===== config.mk =====
export PLATFORM = sky130hd
export DESIGN_NAME = mem_access_unit_flat
export DESIGN_NICKNAME = d
export VERILOG_FILES = /design/src/rtl/mem_access_unit_pkg.sv /design/src/rtl/mem_access_unit_if.sv /design/src/rtl/mem_access_unit_load_align.sv /design/src/rtl/mem_access_unit.sv /design/src/flat_wrapper.sv
export SDC_FILE = /design/constraint.sdc
export NUM_CORES = 1
export LEC_CHECK = 0
export CORE_UTILIZATION = 39
export CTS_CLUSTER_DIAMETER = 60
export DETAILED_ROUTE_END_ITERATION = 8
export PLACE_DENSITY = 0.8
export SLEW_MARGIN = 10
export SYNTH_ARGS = -nofsm -noshare
export SYNTH_HDL_FRONTEND = slang
export SYNTH_HIERARCHICAL = 1
export SYNTH_SLANG_ARGS = --single-unit

===== constraint.sdc =====
create_clock -name clk -period 4.1 [get_ports clk]
set_input_delay 1.23 -clock clk [delete_from_list [all_inputs] [get_ports clk]]
set_output_delay 1.23 -clock clk [all_outputs]
set_load 0.005 [all_outputs]

===== src/rtl/mem_access_unit_pkg.sv =====
// +------------------------------------------------------------------+
// | mau_pkg: shared types, funct3 codes and legality helpers         |
// | for the memory access unit.                                      |
// | Revision: 1.0                                                    |
// +------------------------------------------------------------------+
`default_nettype none

package mau_pkg;

  typedef enum logic [2:0] {
    ST_IDLE   = 3'd0,
    ST_FETCH  = 3'd1,
    ST_LOAD_A = 3'd2,
    ST_LOAD_B = 3'd3,
    ST_STORE  = 3'd4,
    ST_RESP   = 3'd5
  } mau_state_t;

  localparam logic [2:0] F3_B  = 3'b000;
  localparam logic [2:0] F3_H  = 3'b001;
  localparam logic [2:0] F3_W  = 3'b010;
  localparam logic [2:0] F3_BU = 3'b100;
  localparam logic [2:0] F3_HU = 3'b101;

  // Unsigned variants have no meaning for stores.
  function automatic logic is_legal_f3(input logic [2:0] f3, input logic is_store);
    logic legal;
    legal = 1'b0;
    case (f3)
      F3_B, F3_H, F3_W: legal = 1'b1;
      F3_BU, F3_HU:     legal = ~is_store;
      default:          legal = 1'b0;
    endcase
    return legal;
  endfunction

  function automatic logic is_aligned(input logic [1:0] addr_lo, input logic [2:0] f3);
    logic ok;
    ok = 1'b0;
    case (f3[1:0])
      2'b00:   ok = 1'b1;
      2'b01:   ok = ~addr_lo[0];
      default: ok = (addr_lo == 2'b00);
    endcase
    return ok;
  endfunction

endpackage

`default_nettype wire


===== src/rtl/mem_access_unit_if.sv =====
// +------------------------------------------------------------------+
// | mem_access_unit_if: requester, response and memory bus signals.  |
// | master = the access unit, slave = requesters plus memory.        |
// | Revision: 1.0                                                    |
// +------------------------------------------------------------------+
`default_nettype none

interface mem_access_unit_if;
  logic        if_req;
  logic [31:0] if_pc;
  logic        if_ready;
  logic        d_req;
  logic        d_write;
  logic [31:0] d_addr;
  logic [2:0]  d_funct3;
  logic [31:0] d_wdata;
  logic        d_ready;
  logic        rsp_valid;
  logic        rsp_is_fetch;
  logic [31:0] rsp_data;
  logic        rsp_err;
  logic        mem_read;
  logic        mem_write;
  logic [31:0] address;
  logic [31:0] write_data;
  logic [2:0]  funct3;
  logic [31:0] read_data;
  logic [31:0] instruction;

  modport master (
    input  if_req, if_pc, d_req, d_write, d_addr, d_funct3, d_wdata,
    input  read_data, instruction,
    output if_ready, d_ready, rsp_valid, rsp_is_fetch, rsp_data, rsp_err,
    output mem_read, mem_write, address, write_data, funct3
  );

  modport slave (
    output if_req, if_pc, d_req, d_write, d_addr, d_funct3, d_wdata,
    output read_data, instruction,
    input  if_ready, d_ready, rsp_valid, rsp_is_fetch, rsp_data, rsp_err,
    input  mem_read, mem_write, address, write_data, funct3
  );
endinterface

`default_nettype wire


===== src/rtl/mem_access_unit_load_align.sv =====
// +------------------------------------------------------------------+
// | load_align: selects the addressed byte/half of a memory word     |
// | and sign- or zero-extends it to 32 bits.                         |
// | Revision: 1.0                                                    |
// +------------------------------------------------------------------+
`default_nettype none

module load_align
  import mau_pkg::*;
(
  input  logic [31:0] word,
  input  logic [1:0]  offset,
  input  logic [2:0]  f3,
  output logic [31:0] result
);

  logic [7:0]  byte_sel;
  logic [15:0] half_sel;

  always_comb begin
    byte_sel = 8'h00;
    case (offset)
      2'd0:    byte_sel = word[7:0];
      2'd1:    byte_sel = word[15:8];
      2'd2:    byte_sel = word[23:16];
      default: byte_sel = word[31:24];
    endcase
    half_sel = offset[1] ? word[31:16] : word[15:0];

    result = word;
    case (f3)
      F3_B:    result = {{24{byte_sel[7]}}, byte_sel};
      F3_BU:   result = {24'h000000, byte_sel};
      F3_H:    result = {{16{half_sel[15]}}, half_sel};
      F3_HU:   result = {16'h0000, half_sel};
      default: result = word;
    endcase
  end

endmodule

`default_nettype wire


===== src/rtl/mem_access_unit.sv =====
// +------------------------------------------------------------------+
// | mem_access_unit: arbitrates fetch and load/store requests onto   |
// | the shared memory bus and returns one-cycle response strobes.    |
// | Revision: 1.0                                                    |
// +------------------------------------------------------------------+
`default_nettype none

module mem_access_unit
  import mau_pkg::*;
#(
  parameter logic [2:0] RESET_FUNCT3 = 3'b010
) (
  input  logic              clk,
  input  logic              rst,
  mem_access_unit_if.master bus
);

  mau_state_t  state_q, state_d;
  logic [31:0] addr_q, addr_d;
  logic [31:0] wdata_q, wdata_d;
  logic [31:0] data_q, data_d;
  logic [2:0]  f3_q, f3_d;
  logic        err_q, err_d;
  logic        fetch_q, fetch_d;
  logic [31:0] load_result;

  load_align u_load_align (
    .word   (bus.read_data),
    .offset (addr_q[1:0]),
    .f3     (f3_q),
    .result (load_result)
  );

  // Data port wins a tie so a pending load/store is never starved by fetch.
  assign bus.d_ready  = (state_q == ST_IDLE) & bus.d_req;
  assign bus.if_ready = (state_q == ST_IDLE) & bus.if_req & ~bus.d_req;

  always_comb begin
    state_d = state_q;
    addr_d  = addr_q;
    wdata_d = wdata_q;
    data_d  = data_q;
    f3_d    = f3_q;
    err_d   = err_q;
    fetch_d = fetch_q;
    case (state_q)
      ST_IDLE: begin
        if (bus.d_req) begin
          addr_d  = bus.d_addr;
          wdata_d = bus.d_wdata;
          f3_d    = bus.d_funct3;
          data_d  = 32'h0;
          fetch_d = 1'b0;
          err_d   = 1'b0;
          if (!is_legal_f3(bus.d_funct3, bus.d_write) ||
              !is_aligned(bus.d_addr[1:0], bus.d_funct3)) begin
            err_d   = 1'b1;
            state_d = ST_RESP;
          end else if (bus.d_write) begin
            state_d = ST_STORE;
          end else begin
            state_d = ST_LOAD_A;
          end
        end else if (bus.if_req) begin
          addr_d  = bus.if_pc;
          wdata_d = 32'h0;
          f3_d    = RESET_FUNCT3;
          data_d  = 32'h0;
          fetch_d = 1'b1;
          err_d   = (bus.if_pc[1:0] != 2'b00);
          state_d = (bus.if_pc[1:0] != 2'b00) ? ST_RESP : ST_FETCH;
        end
      end
      ST_FETCH: begin
        data_d  = bus.instruction;
        state_d = ST_RESP;
      end
      ST_LOAD_A: state_d = ST_LOAD_B;
      ST_LOAD_B: begin
        data_d  = load_result;
        state_d = ST_RESP;
      end
      ST_STORE:  state_d = ST_RESP;
      ST_RESP:   state_d = ST_IDLE;
      default:   state_d = ST_IDLE;
    endcase
  end

  always_ff @(posedge clk or posedge rst) begin
    if (rst) begin
      state_q <= ST_IDLE;
      addr_q  <= 32'h0;
      wdata_q <= 32'h0;
      data_q  <= 32'h0;
      f3_q    <= RESET_FUNCT3;
      err_q   <= 1'b0;
      fetch_q <= 1'b0;
    end else begin
      state_q <= state_d;
      addr_q  <= addr_d;
      wdata_q <= wdata_d;
      data_q  <= data_d;
      f3_q    <= f3_d;
      err_q   <= err_d;
      fetch_q <= fetch_d;
    end
  end

  // Bus outputs decode only registered state, so rst clears them immediately.
  always_comb begin
    bus.address      = 32'h0;
    bus.write_data   = 32'h0;
    bus.funct3       = RESET_FUNCT3;
    bus.mem_read     = 1'b0;
    bus.mem_write    = 1'b0;
    bus.rsp_valid    = 1'b0;
    bus.rsp_data     = 32'h0;
    bus.rsp_err      = 1'b0;
    bus.rsp_is_fetch = 1'b0;
    case (state_q)
      ST_FETCH: begin
        bus.address = addr_q;
      end
      ST_LOAD_A, ST_LOAD_B: begin
        bus.address  = addr_q;
        bus.funct3   = f3_q;
        bus.mem_read = 1'b1;
      end
      ST_STORE: begin
        bus.address    = addr_q;
        bus.write_data = wdata_q;
        bus.funct3     = f3_q;
        bus.mem_write  = 1'b1;
      end
      ST_RESP: begin
        bus.rsp_valid    = 1'b1;
        bus.rsp_data     = data_q;
        bus.rsp_err      = err_q;
        bus.rsp_is_fetch = fetch_q;
      end
      default: ;
    endcase
  end

endmodule

`default_nettype wire


===== src/flat_wrapper.sv =====
// flat-port wrapper written by rule: the top's interface ports become plain ports
module mem_access_unit_flat import mau_pkg::*;
#(
  parameter logic [2:0] RESET_FUNCT3 = 3'b010
)
  (clk, rst, bus_if_req, bus_if_pc, bus_d_req, bus_d_write, bus_d_addr, bus_d_funct3, bus_d_wdata, bus_read_data, bus_instruction, bus_if_ready, bus_d_ready, bus_rsp_valid, bus_rsp_is_fetch, bus_rsp_data, bus_rsp_err, bus_mem_read, bus_mem_write, bus_address, bus_write_data, bus_funct3);
  mem_access_unit_if bus_i ();
  input  logic clk;
  input  logic rst;
  input wire logic [$bits(bus_i.if_req)-1:0] bus_if_req;
  input wire logic [$bits(bus_i.if_pc)-1:0] bus_if_pc;
  input wire logic [$bits(bus_i.d_req)-1:0] bus_d_req;
  input wire logic [$bits(bus_i.d_write)-1:0] bus_d_write;
  input wire logic [$bits(bus_i.d_addr)-1:0] bus_d_addr;
  input wire logic [$bits(bus_i.d_funct3)-1:0] bus_d_funct3;
  input wire logic [$bits(bus_i.d_wdata)-1:0] bus_d_wdata;
  input wire logic [$bits(bus_i.read_data)-1:0] bus_read_data;
  input wire logic [$bits(bus_i.instruction)-1:0] bus_instruction;
  output wire logic [$bits(bus_i.if_ready)-1:0] bus_if_ready;
  output wire logic [$bits(bus_i.d_ready)-1:0] bus_d_ready;
  output wire logic [$bits(bus_i.rsp_valid)-1:0] bus_rsp_valid;
  output wire logic [$bits(bus_i.rsp_is_fetch)-1:0] bus_rsp_is_fetch;
  output wire logic [$bits(bus_i.rsp_data)-1:0] bus_rsp_data;
  output wire logic [$bits(bus_i.rsp_err)-1:0] bus_rsp_err;
  output wire logic [$bits(bus_i.mem_read)-1:0] bus_mem_read;
  output wire logic [$bits(bus_i.mem_write)-1:0] bus_mem_write;
  output wire logic [$bits(bus_i.address)-1:0] bus_address;
  output wire logic [$bits(bus_i.write_data)-1:0] bus_write_data;
  output wire logic [$bits(bus_i.funct3)-1:0] bus_funct3;
  assign bus_i.if_req = bus_if_req;
  assign bus_i.if_pc = bus_if_pc;
  assign bus_i.d_req = bus_d_req;
  assign bus_i.d_write = bus_d_write;
  assign bus_i.d_addr = bus_d_addr;
  assign bus_i.d_funct3 = bus_d_funct3;
  assign bus_i.d_wdata = bus_d_wdata;
  assign bus_i.read_data = bus_read_data;
  assign bus_i.instruction = bus_instruction;
  assign bus_if_ready = bus_i.if_ready;
  assign bus_d_ready = bus_i.d_ready;
  assign bus_rsp_valid = bus_i.rsp_valid;
  assign bus_rsp_is_fetch = bus_i.rsp_is_fetch;
  assign bus_rsp_data = bus_i.rsp_data;
  assign bus_rsp_err = bus_i.rsp_err;
  assign bus_mem_read = bus_i.mem_read;
  assign bus_mem_write = bus_i.mem_write;
  assign bus_address = bus_i.address;
  assign bus_write_data = bus_i.write_data;
  assign bus_funct3 = bus_i.funct3;
  mem_access_unit #(.RESET_FUNCT3(RESET_FUNCT3)) u_core (.clk(clk), .rst(rst), .bus(bus_i));
endmodule

# Yosys cells after proc, flatten, opt, wreduce, memory -nomap -nowiden
# Index checks and enable logic that the tools add are counted.
# op_classes
n_eq_ne	16
n_mux	37
bitwise	6
n_reduce_logical	20
# op_table
op	n
32-bit 2-to-1 mux	8
32-bit one-hot mux with 4 select lines	1
32-bit one-hot mux with 3 select lines	1
3-bit 2-to-1 mux	8
8-bit one-hot mux with 3 select lines	1
3-bit == test (second input constant)	6
16-bit 2-to-1 mux	1
1-bit 2-to-1 mux	14
3-bit by 1-bit == test with 1-bit output (second input constant)	3
3-bit by 2-bit == test with 1-bit output (second input constant)	3
3-bit logical NOT	3
3-bit one-hot mux with 3 select lines	1
3-bit OR reduction	3
2-bit logical NOT	3
2-bit by 1-bit == test with 1-bit output (second input constant)	2
1-bit one-hot mux with 2 select lines	2
2-bit AND reduction	2
2-bit nonzero test	2
2-bit OR reduction	2
4-bit OR reduction	1
1-bit bitwise AND	3
3-bit != test (second input constant)	1
1-bit NOT	3
3-bit nonzero test	1
other kinds (3)	4
# word_totals
register_bits	104
input_bits	168
output_inout_bits	106
elab_cells	86

# Depth between registers and ports, before layout
# Gate-level depths: netlist of run 1.
# depth
ltp_word	10
ltp_mapped	7
mapped_depth_nobuf	5

# Modules after synthesis
# The synthesis of run 1 kept the hierarchy.
# by_module_without_submodules
module	n_inst	cells_per_inst	area_each_um2	seq_area_each_um2
mem_access_unit	1	519	5207.5	2603.7
load_align	1	133	969.7	0.0

# Least setup slack after synthesis of run 1
# OpenSTA, ideal clock, no wires.
# synth_timing
kind	in2out
start	input port bus_d_req
end	output port bus_if_ready
arrival_ns	1.804
required_ns	2.870
path_slack_ns	1.066
stages	3
path_cell_list	o21ai_1 -> clkbuf_1 -> nor2_1
# synth_between
elab_chain_cells	2
# synth_lines
item	line	source
from (decl)	flat_wrapper.sv:12	input wire logic [$bits(bus_i.d_req)-1:0] bus_d_req;
1-bit NOT	mem_access_unit.sv:36	assign bus.if_ready = (state_q == ST_IDLE) & bus.if_req & ~bus.d_req;
1-bit bitwise AND	mem_access_unit.sv:36	
to (decl)	flat_wrapper.sv:19	output wire logic [$bits(bus_i.if_ready)-1:0] bus_if_ready;
# Every way passes these cells.

# Final worst setup path of run 1
# layout_timing
start	input port bus_if_req
end	output port bus_if_ready
# layout_between
elab_chain_cells	2
# layout_lines
item	line	source
from (decl)	flat_wrapper.sv:10	input wire logic [$bits(bus_i.if_req)-1:0] bus_if_req;
1-bit bitwise AND (2 in series)	mem_access_unit.sv:36	
# Every way passes these cells.

==> key figures, run 1 <==
Outcome
  – Status: finished, final reports clean

Yosys
  – Synthesis Warnings: 6
  – Seq/Total Area, Yosys: 42.2%
  – Asr flop ratio synth: 100%
  – Top cell type's share of synthesized area: 41.7%
  – Synthesized net count: 820
  – Post-synth EDFFs: 0
  – Seq cells post-synth: 104
  – Top_reg_cell synth: dfrtp_1
  – Cell taking the most area after synthesis: dfrtp_1
  – Cell Area, Synth: 6180 um2
  – Netlist cell types: 46
  – Post-Synthesis Cells: 652
  – Avg Inst Size Synth: 9.47 um2
  – Largest cells by area after synthesis: dfrtp_1 (42%), o21ai_0 (7.9%), and2_1 (6.8%), mux2i_1 (5.5%), a22o_1 (5.1%)

Placed design
  – Port Buf Inserts: 273
  – GPL Wtd Cong: 0.839
  – Pre-CTS WS: 0.411 ns
  – Detailed Place HPWL: 14.0 mm

Layout
  – Layout cells sized above 1: 5.82%
  – Area Overhead vs Synth: 49.6%
  – Final nets: 1056
  – Most frequent cells in the layout: clkdlybuf4s50_1 (272), dfrtp_1 (103), o21ai_0 (98)
  – Commonest non-fill, non-tap cell in the layout: clkdlybuf4s50_1
  – Number of diodes: 0

Timing
  – Final period utilization: 89.6%
  – Final Critical Period: 3.67 ns
  – RSZ-0062 raised after global routing: false
  – Slew of the pin with the lowest slew margin: 1.19 ns
  – Fin Setup TNS: 0 ns
  – Worst setup margin: 0.426 ns
  – Setup-failing EPs final: 0
  – Max Slew Vio Count: 0
  – Final hold vios: 0
  – F_max: 272 MHz
  – Max-slew headroom: 20.7%
  – Worst clock skew: 0.00710 ns

Clock tree
  – Reg clk slew, reported paths: 0.07 ns
  – Root Driver: clkbuf_16
  – Max Buffers Root-to-Sink: 2
  – Post-CTS Setup Inserts: 0
  – CTS Sinks: 104
  – Hold_buf cts: 0
  – Post-CTS resize count: 0
  – H-Tree Depth: 3
  – Num CTS Buffers: 9
  – Clk Latency, worst-skew pair: 0.36 ns
  – TritonCTS clock tree: yes

Worst hold path
  – Worst Hold Class: reg -> reg
  – Hold path cells: 1

Global route
  – Vias in the first global route: 5836
  – Overall Global Routing Usage: 24.4%
  – Initial antenna violation count: 0
  – Pin count of the biggest net entering global routing: 69
  – Grt ovf: 0
  – First-pass GRT wire length: 30.9 mm

Die
  – DIE AREA: 16300 um2
  – Chip width: 128 um
  – Ports: 274
  – Row cnt: 45
  – CORE AREA: 15300 um2
  – DIE HEIGHT: 128 um
  – Initial Utilization: 40.3%

Detailed routing
  – DRT Pass-1 Iters: 5
  – Post-DR wirelength/cell: 18.1 um
  – Via density: 5.43
  – Via Count: 5999
  – DR DRC count: 0
  – DR iter-0 viols: 439
  – Final WL: 20.0 mm
  – Final ANT Viol Nets: 0

Power and ir drop
  – Worst vdd ir: 445 uV
  – Flop pwr share: 32.4%
  – Clk pwr share: 15.2%
  – Internal power: 3380 uW
  – Psw: 2100 uW
  – Pleak: 0.00392 uW
  – Comb pwr share: 52.4%
  – Pwr Density: 593 nW/um2
  – Switching share of power: 38.3%

Critical path
  – Crit Path Class: in -> out
  – Critical Path Max Stage Delay: 0.53 ns
  – CP startpoint kind: input pin
  – CP endpoint kind: output pin
  – CP most frequent cell: clkdlybuf4s50_1
  – Max FO, Critical Path: 2
  – Crit-path slowest cell: clkdlybuf4s50_1
  – Reg2reg path depth: 5
  – CP Data Arrival Time: 2.44 ns
  – CP required: 2.87 ns
  – Crit-path cells: clkdlybuf4s50_1 > o21ai_4 > nor2_1 > clkdlybuf4s50_1

Job
  – Max-cap violation count: 0
worst max-delay path: cells and delay by family:
kind,cells,cell delay [ns]
buffers and inverters,2,1.04
AO/OA/AOI/OAI,1,0.06
AND/OR/NAND/NOR,1,0.11
stage by stage:
| stage | power (uW) | instance area [um2] | std cells | hold slack (ns) | util (%) |
|---|---|---|---|---|---|
| floorplan | 3440 | 6180 | 652 | 0.454 | - |
| global placement | 4590 | 8970 | 1088 | 0.469 | 58.5 |
| detailed placement | 4660 | 8970 | 1088 | 0.483 | 58.5 |
| CTS | 5500 | 9240 | 1104 | 0.503 | 60.3 |
| global route | 5840 | 9240 | 1104 | 0.512 | 60.3 |
| finish | 5470 | 9240 | 1104 | 0.498 | 60.3 |
cells by family after synthesis:
kind of cell,share of synthesized area [%]
flops,42.2
mux,8.97
simple gates,15.9
compound gates,24.6
buf+inv,8.41
layer usage:
| metal | track usage, % | up-vias | routed length, um | share of wire (%) |
|---|---|---|---|---|
| met4 | 11.8 | 0 | 700 | 3.5 |
| met1 | 30.8 | 2850 | 8080 | 40 |
| met3 | 6.26 | 43 | 1970 | 9.9 |
| met5 | 0 | - | 0 | 0 |
| li1 | - | 2809 | - | - |
| met2 | 39.0 | 297 | 9210 | 46 |
sequential cells by signal (all words and copies together) (netlist names):
register and flops:
u_core/addr_q 32, u_core/err_q 1, u_core/state_q 3, u_core/f3_q 3
u_core/wdata_q 32, u_core/data_q 32, u_core/fetch_q 1
worst paths after layout:
path                                                from                             to  slack (ns)
setup / recovery                              bus_if_req                   bus_if_ready        0.43
hold / removal             u_core/wdata_q[1]$_DFFE_PP0P_  u_core/wdata_q[1]$_DFFE_PP0P_        0.50
setup reg to reg            u_core/addr_q[0]$_DFFE_PP0P_  u_core/data_q[25]$_DFFE_PP0P_        1.71
hold reg to reg            u_core/wdata_q[1]$_DFFE_PP0P_  u_core/wdata_q[1]$_DFFE_PP0P_        0.50
max in group asynchronous                            rst     u_core/f3_q[1]$_DFFE_PP1P_        2.03
min in group asynchronous                            rst  u_core/data_q[13]$_DFFE_PP0P_        1.30
layout make-up:
type / instances / area (um2)
timing repair buffer: 287 / 2850
sequential: 104 / 2600
inverter: 46 / 175
clock inverter: 6 / 43.8
tap: 211 / 264
clock buffer: 10 / 229
multi-input combinational: 440 / 3080
fill: 1324 / 6080
power by group through the flow:
stage               Sequential, uW  Combinational, uW  Clock (uW)
finish                        1780               2870         832
global route                  1830               3130         877
CTS                           1770               2880         843
detailed placement            1780               2880           0
global placement              1770               2820           0
floorplan                     1650               1790           0
synthesized netlist by cell type (all sizes together), types with 4 or more instances:
library cell,number
inv,45
mux4,7
and2,67
o221ai,7
a22o,36
and3,32
nor2b,15
o21ai,101
nand2,8
nor2,33
dfrtp,103
buf,38
clkbuf,24
nor3,4
o22ai,16
a311oi,7
a21oi,19
a22oi,35
mux2i,34
No activity file was read; power rests on OpenSTA's default activity.
==> inputs of run 2 (changes only) <==
- CAP_MARGIN: unset -> 30
==> run 2 against run 1 <==
Net effect:
- hold slack got worse by 0.013 ns
- register-to-register slack lost 0.02 ns
- utilization up 0.20 points
- non-clock buffer count is 2 higher
- final area is 0.33% higher
- maximum frequency is 0.21% higher
- setup slack better by 0.0077 ns
- via count grew 0.32%
- cell count up 0.18%
- die area unchanged
- largest cell class unchanged
==> key figures, run 2 (synthesized netlist as in run 1, its figures left out) <==
Detailed routing
  – Final ANT Viol Nets: 0 (unchanged)
  – DR iter-0 viols: 467 (+6.4%)
  – Final WL: 20.1 mm (+0.75%)
  – DRT Pass-1 Iters: 7 (+2)
  – DR DRC count: 0 (unchanged)
  – Via density: 5.44 (+0.14%)
  – Via Count: 6018 (+0.32%)
  – Post-DR wirelength/cell: 18.2 um (+0.57%)

Clock tree
  – Hold_buf cts: 0 (unchanged)
  – Post-CTS Setup Inserts: 0 (unchanged)
  – Post-CTS resize count: 0 (unchanged)
  – Num CTS Buffers: 9 (unchanged)
  – CTS Sinks: 104 (unchanged)
  – Root Driver: clkbuf_16
  – H-Tree Depth: 3 (unchanged)
  – Reg clk slew, reported paths: 0.07 ns (about the same)
  – Max Buffers Root-to-Sink: 2 (unchanged)
  – TritonCTS clock tree: yes
  – Clk Latency, worst-skew pair: 0.35 ns (about the same)

Placed design
  – Detailed Place HPWL: 14.1 mm (+0.51%)
  – Placed cell area: 9000 um2 (+0.33%)
  – Port Buf Inserts: 273 (unchanged)
  – GPL Wtd Cong: 0.839 (unchanged)
  – Pre-CTS WS: 0.417 ns (+0.00514 ns)

Layout
  – # fillers: 1348 (+1.8%)
  – Final nets: 1058 (+0.19%)
  – Largest registers: u_core/addr_q x32, u_core/data_q x32, u_core/wdata_q x32
  – Number of diodes: 0 (unchanged)
  – Area Overhead vs Synth: 50.1%
  – Register Area: 2600 um2 (unchanged)
  – Layout cells sized above 1: 6.03% (+0.21 points)
  – Most frequent cells in the layout: clkdlybuf4s50_1 (272), dfrtp_1 (103), o21ai_0 (98)
  – Commonest non-fill, non-tap cell in the layout: clkdlybuf4s50_1
  – Multi-input gate area: 3080 um2 (unchanged)
  – Design area: 9270 um2 (+0.33%)

Worst hold path
  – Min-delay src: u_core/err_q$_DFFE_PP0P_
  – Sink of the worst hold path: u_core/err_q$_DFFE_PP0P_
  – Hold path cells: 2 (+1)
  – Worst Hold Class: reg -> reg

Global route
  – Pin count of the biggest net entering global routing: 69 (unchanged)
  – Vias in the first global route: 5828 (-0.14%)
  – Grt ovf: 0 (unchanged)
  – Initial antenna violation count: 0 (unchanged)
  – Overall Global Routing Usage: 24.7% (+0.31 points)
  – First-pass GRT wire length: 31.3 mm (+1.1%)

Timing
  – Final period utilization: 89.4% (-0.19 points)
  – Setup-failing EPs final: 0 (unchanged)
  – Worst setup margin: 0.434 ns (+0.00767 ns)
  – Max-slew headroom: 48.9% (+28 points)
  – Slew of the pin with the lowest slew margin: 0.764 ns (-0.426 ns)
  – Fin Setup TNS: 0 ns (unchanged)
  – WHS: 0.486 ns (-0.0126 ns)
  – RSZ-0062 raised after global routing: false
  – Final Critical Period: 3.67 ns (-0.00767 ns)
  – Worst clock skew: 0.00509 ns (-0.00201 ns)
  – Final hold vios: 0 (unchanged)
  – Max Slew Vio Count: 0 (unchanged)
  – F_max: 273 MHz (+0.21%)

Die
  – DIE HEIGHT: 128 um (unchanged)
  – Initial Utilization: 40.3% (unchanged)
  – CORE AREA: 15300 um2 (unchanged)
  – Ports: 274 (unchanged)
  – Row cnt: 45 (unchanged)
  – DIE AREA: 16300 um2 (unchanged)
  – Chip width: 128 um (unchanged)

Power and ir drop
  – Switching share of power: 38.3% (about the same)
  – Clk pwr share: 15.1% (about the same)
  – Flop pwr share: 32.4% (about the same)
  – Pwr Density: 591 nW/um2 (-0.25%)
  – Comb pwr share: 52.5% (about the same)
  – Pleak: 0.00394 uW (+0.37%)
  – Worst vdd ir: 410 uV (-7.9%)
  – Power Total: 5480 uW (about the same)
  – Internal power: 3380 uW (about the same)
  – Psw: 2100 uW (about the same)

Critical path
  – Flop2flop setup slack: 1.69 ns (-0.02 ns)
  – CP most frequent cell: clkdlybuf4s50_1
  – RR Endpoint: u_core/data_q[25]$_DFFE_PP0P_
  – Crit-path cells: clkdlybuf4s50_1 > o21ai_4 > nor2_1 > clkdlybuf4s50_1
  – CP Data Arrival Time: 2.44 ns (about the same)
  – Crit Path Class: in -> out
  – CP bufs+invs: 2 (unchanged)
  – Top Family by Delay on Critical Path: buffers and inverters
  – Critical path depth in cells: 4 (unchanged)
  – CP startpoint kind: input pin
  – FF-to-FF Start: u_core/addr_q[0]$_DFFE_PP0P_
  – CP endpoint kind: output pin
  – Reg2reg path depth: 5 (unchanged)
  – CP required: 2.87 ns (about the same)
  – Crit-path slowest cell: clkdlybuf4s50_1
  – Critical Path Max Stage Delay: 0.52 ns (about the same)
  – Max FO, Critical Path: 2 (unchanged)

Job
  – Max-cap violation count: 0 (unchanged)

Outcome
  – Status: finished, final reports clean
==> run 2: how the worst max path moves through the flow <==
| stage | start | end |
|---|---|---|
| 2_1_floorplan | rst | u_core/addr_q[0]$_DFFE_PP0P_ |
| 3_3_place_gp | bus_if_req | bus_if_ready |
| 3_5_place_dp | bus_if_req | bus_if_ready |
| 4_1_cts | bus_if_req | bus_if_ready |
| 5_1_grt | u_core/state_q[1]$_DFFE_PP0P_ | bus_address[25] |
| 6_report | bus_if_req | bus_if_ready |
==> run 2: layout make-up <==
type	count	area share (%)
clock buffer	10	2.47
clock inverter	6	0.472
inverter	46	1.89
multi-input combinational	440	33.2
sequential	104	28.1
tap	211	2.85
timing repair buffer	289	31.0
==> run 2: power groups by stage <==
stage          Clock [uW]  Sequential [uW]  Combinational (uW)
6_report              826             1770                2880
2_1_floorplan           0             1650                1790
3_3_place_gp            0             1770                2820
5_1_grt               876             1830                3140
3_5_place_dp            0             1780                2870
4_1_cts               844             1770                2880
==> run 2: routing by layer <==
layer / GRT usage, % / routed length [um] / vias up
met5: 0 / 0 / -
met4: 10.3 / 532 / 0
met3: 6.47 / 1940 / 33
met2: 40.4 / 9470 / 316
met1: 31.1 / 8180 / 2849
li1: - / - / 2820
==> run 2: metrics by stage <==
step,std cells,utilization [%]
floorplan,652,-
global placement,1088,58.5
detailed placement,1090,58.7
CTS,1106,60.5
global route,1106,60.5
finish,1106,60.5
==> run 2: tightest hold or removal path: cells and delay by family, from the launching register on <==
family	cells	cell delay (ns)
flip-flops	1	0.35
AO/OA/AOI/OAI	2	0.10
